<file path="src/rtl/time_pkg.sv">
// Shared constants and mode encoding for the time-of-day counter and its display decoders.
// The 12-hour limits are used when TIME_COUNTER_12H_EN is defined.
package time_pkg;

  localparam int TIME_W = 6;

  typedef enum logic [1:0] {
    MODE_RUN      = 2'd0,
    MODE_SET_HOUR = 2'd1,
    MODE_SET_MIN  = 2'd2
  } mode_e;

  localparam logic [TIME_W-1:0] SEC_MAX  = 6'd59;
  localparam logic [TIME_W-1:0] MIN_MAX  = 6'd59;
  localparam logic [TIME_W-1:0] HOUR_MAX = 6'd23;

  // 12-hour display runs 12,1..11; the AM/PM flip happens leaving 11.
  localparam logic [TIME_W-1:0] HOUR12_MIN     = 6'd1;
  localparam logic [TIME_W-1:0] HOUR12_MAX     = 6'd12;
  localparam logic [TIME_W-1:0] HOUR12_PM_EDGE = 6'd11;

  // Mode sequence on btn_mode; the unused encoding falls back to RUN.
  function automatic mode_e next_mode(input mode_e cur, input logic adv);
    mode_e nxt;
    nxt = MODE_RUN;
    case (cur)
      MODE_RUN:      nxt = adv ? MODE_SET_HOUR : MODE_RUN;
      MODE_SET_HOUR: nxt = adv ? MODE_SET_MIN  : MODE_SET_HOUR;
      MODE_SET_MIN:  nxt = adv ? MODE_RUN      : MODE_SET_MIN;
      default:       nxt = MODE_RUN;
    endcase
    return nxt;
  endfunction

endpackage

</file>
<file path="src/rtl/time_counter_mod_counter.sv">
// Registered LO..HI wrapping counter used for the sec, min and hour fields.
// carry pulses combinationally when an accepted increment wraps HI back to LO.
module mod_counter
  import time_pkg::*;
#(
  parameter logic [TIME_W-1:0] LO  = '0,
  parameter logic [TIME_W-1:0] HI  = SEC_MAX,
  parameter logic [TIME_W-1:0] RST = LO
) (
  input  logic              clk,
  input  logic              rst_n,
  input  logic              en,
  input  logic              inc,
  input  logic              clr,
  output logic [TIME_W-1:0] value,
  output logic              carry
);

  logic [TIME_W-1:0] value_q;
  logic [TIME_W-1:0] value_d;
  logic              at_hi;

  // >= rather than == so a field can never escape its legal range.
  assign at_hi = (value_q >= HI);

  always_comb begin
    value_d = value_q;
    if (clr) begin
      value_d = LO;
    end else if (en && inc) begin
      value_d = at_hi ? LO : value_q + TIME_W'(1);
    end
  end

  always_ff @(posedge clk or negedge rst_n) begin
    if (!rst_n) begin
      value_q <= RST;
    end else begin
      value_q <= value_d;
    end
  end

  assign carry = en && inc && !clr && at_hi;
  assign value = value_q;

endmodule

</file>
<file path="src/rtl/time_counter.sv">
// Binary time-of-day counter: prescaler, sec/min/hour chain and a set-time mode FSM.
// Define TIME_COUNTER_12H_EN for 12-hour counting with an AM/PM flag.
module time_counter
  import time_pkg::*;
#(
  parameter int CLK_DIV = 50_000_000
) (
  input  logic              clk,
  input  logic              rst_n,
  input  logic              btn_mode,
  input  logic              btn_inc,
  output logic [TIME_W-1:0] sec,
  output logic [TIME_W-1:0] min,
  output logic [TIME_W-1:0] hour,
  output logic              pm,
  output logic [1:0]        mode,
  output logic              sec_tick,
  output logic              day_pulse
);

  localparam int            PW       = $clog2(CLK_DIV);
  localparam logic [PW-1:0] PRE_LAST = PW'(CLK_DIV - 1);

`ifdef TIME_COUNTER_12H_EN
  localparam logic [TIME_W-1:0] HOUR_LO  = HOUR12_MIN;
  localparam logic [TIME_W-1:0] HOUR_HI  = HOUR12_MAX;
  localparam logic [TIME_W-1:0] HOUR_RST = HOUR12_MAX;
`else
  localparam logic [TIME_W-1:0] HOUR_LO  = '0;
  localparam logic [TIME_W-1:0] HOUR_HI  = HOUR_MAX;
  localparam logic [TIME_W-1:0] HOUR_RST = '0;
`endif

  mode_e         mode_q, mode_d;
  logic [PW-1:0] presc_q, presc_d;
  logic          sec_tick_q, sec_tick_d;
  logic          day_pulse_q, day_pulse_d;

  logic run, tick, exit_set, set_hour_inc, set_min_inc;
  logic min_inc, hour_inc;
  logic sec_carry, min_carry;
  logic [TIME_W-1:0] sec_v, min_v, hour_v;

  always_comb begin
    run          = (mode_q == MODE_RUN);
    tick         = run && (presc_q == PRE_LAST);
    exit_set     = (mode_q == MODE_SET_MIN) && btn_mode;
    // A mode press in the same cycle swallows the increment.
    set_hour_inc = (mode_q == MODE_SET_HOUR) && btn_inc && !btn_mode;
    set_min_inc  = (mode_q == MODE_SET_MIN)  && btn_inc && !btn_mode;
    min_inc      = sec_carry || set_min_inc;
    hour_inc     = (run && min_carry) || set_hour_inc;
  end

  always_comb begin
    mode_d      = next_mode(mode_q, btn_mode);
    presc_d     = presc_q;
    sec_tick_d  = tick;
    if (tick) begin
      presc_d = '0;
    end else if (run) begin
      presc_d = presc_q + PW'(1);
    end else if (exit_set) begin
      presc_d = '0;
    end
  end

  always_ff @(posedge clk or negedge rst_n) begin
    if (!rst_n) begin
      mode_q      <= MODE_RUN;
      presc_q     <= '0;
      sec_tick_q  <= 1'b0;
      day_pulse_q <= 1'b0;
    end else begin
      mode_q      <= mode_d;
      presc_q     <= presc_d;
      sec_tick_q  <= sec_tick_d;
      day_pulse_q <= day_pulse_d;
    end
  end

  mod_counter #(.LO('0), .HI(SEC_MAX), .RST('0)) u_sec (
    .clk   (clk),
    .rst_n (rst_n),
    .en    (run),
    .inc   (tick),
    .clr   (exit_set),
    .value (sec_v),
    .carry (sec_carry)
  );

  mod_counter #(.LO('0), .HI(MIN_MAX), .RST('0)) u_min (
    .clk   (clk),
    .rst_n (rst_n),
    .en    (1'b1),
    .inc   (min_inc),
    .clr   (1'b0),
    .value (min_v),
    .carry (min_carry)
  );

`ifdef TIME_COUNTER_12H_EN
  logic pm_q, pm_d;

  mod_counter #(.LO(HOUR_LO), .HI(HOUR_HI), .RST(HOUR_RST)) u_hour (
    .clk   (clk),
    .rst_n (rst_n),
    .en    (1'b1),
    .inc   (hour_inc),
    .clr   (1'b0),
    .value (hour_v),
    .carry ()
  );

  // 11->12 flips AM/PM; leaving 11 PM in RUN is the day boundary.
  always_comb begin
    pm_d        = pm_q ^ (hour_inc && (hour_v == HOUR12_PM_EDGE));
    day_pulse_d = run && min_carry && (hour_v == HOUR12_PM_EDGE) && pm_q;
  end

  always_ff @(posedge clk or negedge rst_n) begin
    if (!rst_n) begin
      pm_q <= 1'b0;
    end else begin
      pm_q <= pm_d;
    end
  end

  assign pm = pm_q;
`else
  logic hour_carry;

  mod_counter #(.LO(HOUR_LO), .HI(HOUR_HI), .RST(HOUR_RST)) u_hour (
    .clk   (clk),
    .rst_n (rst_n),
    .en    (1'b1),
    .inc   (hour_inc),
    .clr   (1'b0),
    .value (hour_v),
    .carry (hour_carry)
  );

  always_comb begin
    day_pulse_d = run && hour_carry;
  end

  assign pm = 1'b0;
`endif

  assign sec       = sec_v;
  assign min       = min_v;
  assign hour      = hour_v;
  assign mode      = mode_q;
  assign sec_tick  = sec_tick_q;
  assign day_pulse = day_pulse_q;

endmodule
</file>
<file path="config.mk">
export PLATFORM = sky130hd
export DESIGN_NAME = time_counter
export DESIGN_NICKNAME = d
export VERILOG_FILES = /design/src/rtl/time_pkg.sv /design/src/rtl/time_counter_mod_counter.sv /design/src/rtl/time_counter.sv
export SDC_FILE = /design/constraint.sdc
export NUM_CORES = 1
export LEC_CHECK = 0
export ABC_AREA = 1
export BUFFER_PORTS_ARGS = -buffer_cell sky130_fd_sc_hd__buf_2
export CAP_MARGIN = 20
export CORE_MARGIN = 2
export CORE_UTILIZATION = 50
export CTS_CLUSTER_DIAMETER = 50
export DETAILED_ROUTE_END_ITERATION = 7
export GPL_ROUTABILITY_DRIVEN = 1
export GPL_TIMING_DRIVEN = 1
export MAX_ROUTING_LAYER = met4
export PLACE_DENSITY = 0.75
export REMOVE_ABC_BUFFERS = 1
export SLEW_MARGIN = 20
export SYNTH_ARGS = -nofsm -noshare
export SYNTH_HDL_FRONTEND = slang
export SYNTH_SLANG_ARGS = --single-unit
</file>
<file path="constraint.sdc">
create_clock -name clk -period 1.7 [get_ports clk]
set_input_delay 0.255 -clock clk [delete_from_list [all_inputs] [get_ports clk]]
set_output_delay 0.255 -clock clk [all_outputs]
set_load 0.01 [all_outputs]
</file>
Word level (Yosys, flattened, before mapping). Cells that the tools add are included.

Mux-type cells: 12. Reductions and logical operators: 20. Eq/ne operators: 3. Add/subtract/negate cells: 4. $lt $le $gt $ge: 3.

Operators by type and width (number): $mux 26 (3); $mux 6 (5); $add 26x1->26 const B (1); $eq 26x26->1 const B (1); $add 6x1->6 const B (3); $logic_and 1x1->1 (13); $ge 6x6->1 const B (2); $ge 6x5->1 const B (1); $pmux 2 s3 (1); $mux 2 (2); $reduce_bool 3->1 (1); $eq 2x1->1 const B (1); $eq 2x2->1 const B (1); $logic_not 1->1 (2); $logic_not 2->1 (1); $logic_or 1x1->1 (2); $reduce_bool 2->1 (1); $mux 1 (1).

Input bits: 4. Flip-flop bits (word level): 48. Word-level logic and storage cells: 49. Output and inout bits: 23.

Logic depth before layout (Yosys ltp). Gate-level depths: netlist of run 1.

Word-level depth: 11. Mapped depth: 11. Depth with buffers taken out: 11.

Hierarchy. Synthesis of run 1 repeated with hierarchy kept, for this count alone.

Cell total of the unflattened synthesis: 436. Area total of the unflattened synthesis: 3143.0 um^2.

Modules (own cells, without submodules): time_counter (area an instance 2008.2 um^2, seq. area each 750.7 um^2, cells an instance 288, times used 1); mod_counter (u_min ...) (area an instance 379.1 um^2, seq. area each 150.1 um^2, cells an instance 51, times used 2); mod_counter (u_hour) (area an instance 376.6 um^2, seq. area each 150.1 um^2, cells an instance 46, times used 1).

Least setup slack after synthesis of run 1. Ideal clock, no wire load.

Path type: register -> register. Start: register presc_q[1]. End: register presc_q[7]. Setup slack: 0.162 ns. Cell stages (with the launch flop): 12. Required time: 1.577 ns. Data arrival time: 1.414 ns. Path through: dfrtp_1 > ha_1 > nand3_2 > inv_1 > nand2_1 > nor2_4 > nand2_4 > inv_2 > nor2_4 > buf_6 > o21ai_1 > o21ai_1.

Longest elaborated chain between the ends: 3. Elaborated cells on any way between the ends: 6. Those cells by class: add/sub (1); eq/ne (1); mux (2); reduce/logical (2).

Ends and longest elaborated chain: from (decl) (RTL line time_counter.sv:35) `logic [PW-1:0] presc_q, presc_d;`; from (signal assigned) (RTL line time_counter.sv:76) `presc_q <= presc_d;`; $eq 26x26->1 (*) (RTL line time_counter.sv:46) `tick = run && (presc_q == PRE_LAST);`; $logic_and 1x1->1 (*) (RTL line time_counter.sv:46); net sec_tick_d (RTL line time_counter.sv:36) `logic sec_tick_q, sec_tick_d;`; $reduce_bool 3->1 (no source line) / $mux 26 (equally long branches).

Mark *: on every way through the listed nets, which the timed path passes. The rest lies on a longest branch. A chain may end at the register's enable or synchronous reset.

Final worst setup path of run 1.
Start: register presc_q[16]. End: register presc_q[1].

The elaborated chain is that of the path after synthesis.

==> results of run 1 <==
layer usage:
metal	share of wire	wire (um)	GRT usage	vias up
li1	-	-	-	1392
met3	0.039	270	0.0407	7
met5	0	0	-	-
met2	0.49	3370	0.378	69
met4	0.013	89	0.0610	0
met1	0.46	3160	0.310	1301
cell usage after synthesis, drive strengths merged:
cell    number
nand2      108
inv         51
dfrtp       48
nand3       46
nor2        43
o21ai       28
nor3        15
nand4        9
xor2         7
o22ai        6
a21oi        5
ha           4
buf          3
nor4         3
and3         2
o211ai       2
a22o         1
a32o         1
clkbuf       1
clkinv       1
conb         1
nand3b       1
o31ai        1
or2          1
cells by family (layout without fill, tap and decap cells):
logic type	after synthesis	count (layout)	synth area share
and+or+nand+nor	228	228	0.380
buffers and inverters	56	117	0.0793
DFF	48	48	0.416
AOI/OAI and AO/OA	44	44	0.0845
xor gates and xnor gates	7	7	0.0212
adders and majority gates	4	4	0.0173
other	1	1	0.00130
per-stage QoR:
stage                util  power (mW)  setup TNS [ps]
global placement    0.579        3.60           -70.7
finish              0.642        4.90               0
global route        0.642        5.27            -177
detailed placement  0.579        3.66            -243
floorplan               -        2.95               0
CTS                 0.609        4.64           -76.0
registers in the layout, summed over array words and instances (netlist names):
register	flops
day_pulse	1
u_min.value	6
mode	2
u_sec.value	6
sec_tick	1
u_hour.value	6
presc_q	26
final timing paths:
path / startpoint / end / slack, ps / cells past startpoint
worst max-delay path: presc_q[16] / presc_q[1] / 30 / 11
worst min-delay path: btn_mode / mode[0] / 170 / 2
worst max register to register: presc_q[16] / presc_q[1] / 30 / 11
worst min register to register: u_hour.value[5] / u_hour.value[5] / 530 / 2
max in group asynchronous: rst_n / presc_q[2] / 950 / 3
min in group asynchronous: rst_n / u_sec.value[0] / 280 / 2
cells in the final DEF (no fill, tap or decap), types with 2 or more instances in the layout:
| master | instances |
|---|---|
| nor2_4 | 4 |
| buf_12 | 2 |
| nor2_2 | 9 |
| nand3_2 | 2 |
| dfrtp_2 | 3 |
| nor4_1 | 3 |
| nand2_2 | 15 |
| o22ai_1 | 6 |
| nand2_1 | 88 |
| buf_4 | 27 |
| and3_1 | 2 |
| o21ai_1 | 6 |
| clkbuf_8 | 5 |
| inv_2 | 7 |
| nand4_1 | 9 |
| clkinv_4 | 2 |
| nor2_1 | 30 |
| nor3_4 | 2 |
| dfrtp_1 | 45 |
| inv_1 | 43 |
| buf_6 | 2 |
| buf_2 | 25 |
| nand3_1 | 41 |
| ha_1 | 3 |
| xor2_1 | 7 |
| nor3_1 | 12 |
| nand3_4 | 3 |
| o211ai_1 | 2 |
| a21oi_1 | 5 |
| nand2_4 | 5 |
| o21ai_0 | 22 |
timing repair:
item / in CTS / in global routing
setup endpoints to repair: 15 / 32
hold buffers: 1 / 0
setup buffers: 3 / 12
hold endpoints to repair: 48 / 0
pin swaps: 1 / 8
resized for setup: 3 / 36
power groups by stage:
stage,registers (mW),clock network (mW),logic [mW]
2_1_floorplan,1.88,0,1.06
3_3_place_gp,1.86,0,1.74
3_5_place_dp,1.87,0,1.79
4_1_cts,1.85,0.880,1.91
5_1_grt,1.95,0.930,2.39
6_report,1.89,0.864,2.14
cell type report:
class	count	area [um2]	share of cell area
clock inverters	3	47.5	0.0134
well taps	72	90.1	0.0253
flip-flops and latches	48	1200	0.339
multi-input cells	284	1550	0.435
repair buffers	57	400	0.113
clock buffers	5	68.8	0.0193
inverters	52	198	0.0556
==> flow_metrics.tcl, run 1 <==
set metrics [dict create \
    io_buffers 25 \
    antenna_found_initial 0 \
    swShare 0.418 \
    min_period_over_period 0.984 \
    cp-start-kind "flip-flop" \
    nets 456 \
    wl_per_cell_um 13.2 \
    stdcell_area_um2 3560 \
    clockRootBuffer "clkbuf_8" \
    dr.pass1.iters 4 \
    ant_nets 0 \
    place_congestion 0.906 \
    cp_slowest_stage_delay_ps 420 \
    fill_cells 490 \
    synth_cell_types 35 \
    postPlaceCellArea_um2 3210 \
    switching_power_mw 2.05 \
    io_pins 27 \
    die-area_um2 6400 \
    grt_pass1_wl_um 11600 \
    cts_tree "built" \
    drv_slew 0 \
    final_cells 521 \
    worstSetupEndpointType "flip-flop" \
    max_freq_ghz 0.598 \
    drc_errors 0 \
    power-per-cell-area_nw_per_um2 1380 \
    yosysTopAreaCellShare 0.416 \
    critical_path.top_delay_family "simple AND/OR/NAND/NOR gates" \
    pwr-share-clk 0.176 \
    p_leak_nw 1.76 \
    rsz0062_at_grt "yes" \
    wl_um 6890 \
    clk_pin_slew_worst_paths_ps 100 \
    drive_gt1_frac 0.263 \
    fin_crit_ps 1670 \
    path_max_fanout 16 \
    crit_type "flip-flop to flip-flop" \
    vias 2769 \
    ys_ff_latch 48 \
    syn_inst 388 \
    rows 27 \
    cp.required_ps 1910 \
    critical_path_arrival_ps 1880 \
    htreeDepth 2 \
    vias_per_cell 5.31 \
    cts.sinks 48 \
    ir_drop_mv 0.839 \
    core_area_um2 5540 \
    die_h_um 80.0 \
    clk_path_buf_depth 2 \
    setup_slack_ps 26.7 \
    dp_hpwl_um 4840 \
    crit_chain "inv_2 -> nand2_2 -> nor2_2 -> nand2_2 -> nor2_4 -> nand2_4 -> inv_4 -> nor2_4 -> buf_12 -> buf_6 -> a22o_1" \
    path_buf_inv 4 \
    grt_pass1_vias 2576 \
    power_frac_seq 0.386 \
    grt_max_degree 47 \
    clock_skew_ps 5.87 \
    finalSetupViolCount 0 \
    grt.overflow.total 0 \
    cts_made_buffers 5 \
    yosys.area.top_type "dfrtp_1" \
    area_delta_synth_final_pct 23.2 \
    hold_ws_ps 169 \
    avgSynthCellArea_um2 7.44 \
    intPower_mw 2.85 \
    crit_slowest_cell "dfrtp_1" \
    numPlacedInstances 498 \
    p_comb_frac 0.437 \
    status "completed" \
    drtIter0Drc 187 \
    hold_path.class "input port to flip-flop" \
    yosys-top-cells-area "dfrtp_1, nand2_1, nand3_1" \
    seq_area_frac_synth 0.416 \
    track_usage 0.235 \
    max_cap_violations 0 \
    clkLatencyLatePin_ps 310 \
    dp_slack_ps -91.4 \
    synth_area_um2 2890 \
    die-width_um 80.0 \
    diodes 0 \
    initial_utilization 0.521 \
    final-hold-violation-count 0 \
    yosysWarnings 0 \
]
Note: power is estimated with default switching activity, not from simulation.
==> run 2, diff against run 1 <==
- CORE_ASPECT_RATIO: unset -> 1.25
- GPL_TIMING_DRIVEN: 1 -> 0
==> run 2 against run 1 <==
Effect of this change:
- the flow now finishes with violations (negative hold slack, negative setup slack)
- critical endpoint is now presc_q[17]
- first-iteration DRC count shrank 25%
- clock power is 4.4% lower
- largest power group unchanged
- non-clock buffer count decreased by 14
- critical path type unchanged
- clock skew rose by 4.5 ps
- design area down 3.4%
- routed wire length down 0.12%
- hold slack worse by 210 ps
- die area barely moved
- via count shrank 0.43%
- flip-flop and latch count did not move
- sequential share of layout area increased by 1.2 points
==> flow_metrics.tcl, run 2 (synthesis results as in run 1) <==
set metrics [dict create \
    area_delta_synth_final_pct 19.1 \
    clk_path_buf_depth 2 \
    ir_drop_mv 1.03 \
    clock_skew_ps 10.4 \
    crit_type "flip-flop to flip-flop" \
    drtIter0Drc 140 \
    ant_nets 0 \
    io_pins 27 \
    nets 442 \
    grt.overflow.total 0 \
    die_h_um 89.0 \
    path_max_fanout 7 \
    cp.required_ps 1930 \
    r2r_slack_ps -10 \
    fill_cells 463 \
    grt_pass1_wl_um 11100 \
    setup_slack_ps -14.2 \
    r2r_cells 11 \
    r2r-end "presc_q[17]" \
    drive_gt1_frac 0.214 \
    place_congestion 0.972 \
    dp_slack_ps -336 \
    total_power_mw 4.76 \
    antenna_found_initial 0 \
    multi_input_area_um2 1550 \
    core_area_um2 5520 \
    numPlacedInstances 473 \
    largest_register_ffs 26 \
    fin_crit_ps 1710 \
    clk_pin_slew_worst_paths_ps 90 \
    dr.pass1.iters 5 \
    drv_slew 0 \
    max_cap_violations 0 \
    hold_path.class "input port to asynchronous set/reset pin" \
    grt_pass1_vias 2601 \
    dp_hpwl_um 4640 \
    seq_area_um2 1200 \
    finalSetupViolCount 2 \
    vias_per_cell 5.53 \
    cts_made_buffers 5 \
    wl_um 6880 \
    critical_path_arrival_ps 1940 \
    rows 30 \
    layout_common_cells "nand2_1, inv_1, dfrtp_1" \
    cp-start-kind "flip-flop" \
    cts_tree "built" \
    final_cells 499 \
    die-area_um2 6400 \
    violations "negative hold slack, negative setup slack" \
    vias 2757 \
    status "finished, violations left" \
    cts.sinks 48 \
    p_leak_nw 1.71 \
    cts_hold_buf 0 \
    rsz0062_at_grt "yes" \
    hold_ws_ps -44.3 \
    clockRootBuffer "clkbuf_8" \
    drc_errors 0 \
    grt_max_degree 49 \
    htreeDepth 2 \
    wl_per_cell_um 13.8 \
    fin_util 0.623 \
    die-width_um 72.0 \
    worst_pin_slew_ps 607 \
    track_usage 0.228 \
    top_register "presc_q" \
    diodes 0 \
    min_period_over_period 1.01 \
    power-per-cell-area_nw_per_um2 1380 \
    reg2reg_from "presc_q[1]" \
    worstSetupEndpointType "flip-flop" \
    final_common_cell "nand2_1" \
    clkLatencyLatePin_ps 300 \
    final-hold-violation-count 48 \
    max_freq_ghz 0.583 \
    relSlewSlack 0.595 \
    initial_utilization 0.523 \
    io_buffers 25 \
    fin_setup_tns_ps -17.1 \
]
[run 2: cell count changes in the layout (fill, tap and decap cells not counted), sizes merged]
| cell | change |
|---|---|
| buf | -14 |
| dlygate4sd3 | -1 |
| clkbuf | +2 |
| clkinv | -1 |
[run 2: how the worst max path moves through the flow]
stage	start	end	cells past startpoint
2_1_floorplan	mode[1]	presc_q[1]	6
3_3_place_gp	mode[1]	presc_q[1]	6
3_5_place_dp	mode[1]	presc_q[1]	6
4_1_cts	presc_q[1]	presc_q[1]	10
5_1_grt	presc_q[1]	presc_q[17]	11
6_report	presc_q[1]	presc_q[17]	11
[run 2: through the flow]
stage | hold WS [ps] | instance area (um2)
finish | -44.3 | 3440
global route | 10.1 | 3440
CTS | 184 | 3290
detailed placement | 506 | 3060
global placement | 486 | 3060
floorplan | -40.6 | 2850
[run 2: area by class of cell]
| type | count | area share |
|---|---|---|
| Clock buffer | 6 | 0.0211 |
| Clock inverter | 2 | 0.0102 |
| Inverter | 52 | 0.0579 |
| Multi-Input combinational cell | 284 | 0.451 |
| Sequential cell | 48 | 0.351 |
| Tap cell | 64 | 0.0233 |
| Timing Repair Buffer | 43 | 0.0863 |
[run 2: routing by layer]
layer	share of wire	wire, um	global-route usage
met4	0.039	267	0.117
met3	0.036	251	0.0349
met5	0	0	-
met1	0.42	2920	0.266
met2	0.50	3440	0.383
[run 2: critical path, stage by stage (launching register included)]
cell	delay (ps)
dfrtp_1	420
ha_2	230
nand3_4	110
inv_2	50
nand2_2	80
nor2_4	60
nand2_4	90
inv_4	40
nor2_4	200
buf_12	160
o21ai_2	50
o21ai_1	150
[run 2: what timing repair did]
item	4_1_cts	5_1_grt
gates resized for setup	6	30
endpoints found under the setup margin	27	31
pin swaps	6	11
hold endpoints to repair	0	0
setup buffers	11	6
gates cloned	0	1
[run 2: where the power goes]
| part | internal, mW | total (mW) | leakage, nW | switching [mW] |
|---|---|---|---|---|
| Clock | 0.437 | 0.826 | 0.0552 | 0.388 |
| Combinational | 0.806 | 2.00 | 1.02 | 1.19 |
| Sequential | 1.50 | 1.93 | 0.643 | 0.430 |
| Total | 2.75 | 4.76 | 1.71 | 2.01 |
==> run 3, diff against run 2 <==
- GPL_TIMING_DRIVEN: 0 -> unset
- MAX_ROUTING_LAYER: met4 -> unset
- RECOVER_POWER: unset -> 100
==> run 3 against run 2 <==
Effect of this change:
- the flow now finishes without violations
- via count rose by 3.8%
- first-iteration DRC count rose by 53%
- routed wire length rose by 4.6%
- global-route usage barely moved
- clock skew rose by 1.1 ps
- clock power fell by 13%
- combinational power rose by 13%
- sequential share of layout area fell by 2.0 points
- maximum frequency rose by 3.8%
- sequential power barely moved
- total power rose by 3.1%
- largest power group unchanged
- highest routed layer unchanged
==> flow_metrics.tcl, run 3 (synthesis results as in run 1) <==
set metrics [dict create \
    status "completed" \
    htreeDepth 2 \
    nets 468 \
    numPlacedInstances 490 \
    cp-start-kind "flip-flop" \
    worstSetupEndpointType "flip-flop" \
    postPlaceCellArea_um2 3200 \
    io_pins 27 \
    total_power_mw 4.91 \
    final-hold-violation-count 0 \
    switching_power_mw 2.08 \
    largest_register_ffs 26 \
    power-per-cell-area_nw_per_um2 1350 \
    antenna_found_initial 0 \
    crit_chain "ha_4 -> nand3_4 -> inv_2 -> nand2_2 -> nor2_4 -> nand3_4 -> nand2_8 -> buf_4 -> buf_4 -> nor2_1 -> a21oi_1" \
    stdcell_area_um2 3640 \
    clk_pin_slew_worst_paths_ps 90 \
    reg2reg_from "presc_q[1]" \
    grt_pass1_vias 2687 \
    rows 30 \
    crit_start "presc_q[1]" \
    die-area_um2 6400 \
    ant_nets 0 \
    drv_slew 0 \
    rsz0062_at_grt "yes" \
    dp_slack_ps -114 \
    die-width_um 72.0 \
    max_freq_ghz 0.606 \
    clock_skew_ps 11.5 \
    p_comb_frac 0.464 \
    fin_util 0.660 \
    pwr-share-clk 0.146 \
    crit_type "flip-flop to flip-flop" \
    grt.overflow.total 0 \
    clockRootBuffer "clkbuf_8" \
    min_period_over_period 0.971 \
    finalSetupViolCount 0 \
    setup_slack_ps 48.7 \
    diodes 0 \
    intPower_mw 2.83 \
    clk_path_buf_depth 2 \
    dr.pass1.iters 4 \
    final_cells 525 \
    relSlewSlack 0.274 \
    die_h_um 89.0 \
    cp_slowest_stage_delay_ps 430 \
    power_frac_seq 0.391 \
    clkLatencyLatePin_ps 300 \
    io_buffers 25 \
    ir_drop_mv 0.756 \
    path_max_fanout 6 \
    core_area_um2 5520 \
    swShare 0.424 \
    worst_pin_slew_ps 1090 \
    max_cap_violations 0 \
    wl_um 7200 \
    critical_path_arrival_ps 1880 \
    place_congestion 0.949 \
    track_usage 0.228 \
    grt_pass1_wl_um 11600 \
    area_delta_synth_final_pct 26.1 \
    cts.sinks 48 \
    r2r_slack_ps 50 \
    critical_path.top_delay_family "simple AND/OR/NAND/NOR gates" \
    hold_path.class "input port to flip-flop" \
    path_buf_inv 3 \
    drtIter0Drc 214 \
    grt_max_degree 31 \
    hold_ws_ps 235 \
    fin_crit_ps 1650 \
    top_register "presc_q" \
    drc_errors 0 \
    vias 2863 \
    cp.required_ps 1930 \
    fin_setup_tns_ps 0 \
    dp_hpwl_um 4950 \
    final_common_cell "nand2_1" \
    cts_made_buffers 5 \
    layout_common_cells "nand2_1, dfrtp_1, inv_1" \
    vias_per_cell 5.45 \
    crit_slowest_cell "dfrtp_1" \
    cts_tree "built" \
    p_leak_nw 1.83 \
    initial_utilization 0.523 \
    hold_start "btn_mode" \
    drive_gt1_frac 0.275 \
    wl_per_cell_um 13.7 \
]
==> run 3: power groups by stage <==
stage                     logic [mW]  clock network (mW)  registers [mW]
final                           2.27               0.715            1.92
after global routing            2.53               0.775            1.95
after CTS                       1.92               0.730            1.87
after detailed placement        1.76                   0            1.90
after global placement          1.71                   0            1.87
after floorplan                 1.06                   0            1.88
==> run 3: timing repair <==
item / 4_1_cts / 5_1_grt
endpoints found under the setup margin: 11 / 32
gates resized for setup: 3 / 42
pin swaps: 1 / 13
buffers inserted: 7 / 18
endpoints found under the hold margin: 18 / 0
cloned: 0 / 1
hold buffers: 1 / 0
==> run 3: worst paths after layout <==
check	cells after the start	end
min	2	mode[0]
max	11	u_min.value[2]
max reg2reg	11	u_min.value[2]
min in group asynchronous	2	presc_q[14]
min reg2reg	2	u_hour.value[5]
max in group asynchronous	2	presc_q[2]
==> run 3: final cells by class <==
type / count / area, um2
flip-flops and latches: 48 / 1200
repair buffers: 68 / 473
fillers: 450 / 1880
inverters: 52 / 198
clock buffers: 6 / 82.6
clock inverters: 2 / 10.0
multi-input cells: 285 / 1590
well taps: 64 / 80.1
==> run 3: metal layers <==
layer / track usage / part of all wire
met5: 0 / 0
met4: 0.0858 / 0.020
met3: 0.0316 / 0.037
met2: 0.404 / 0.52
met1: 0.282 / 0.42
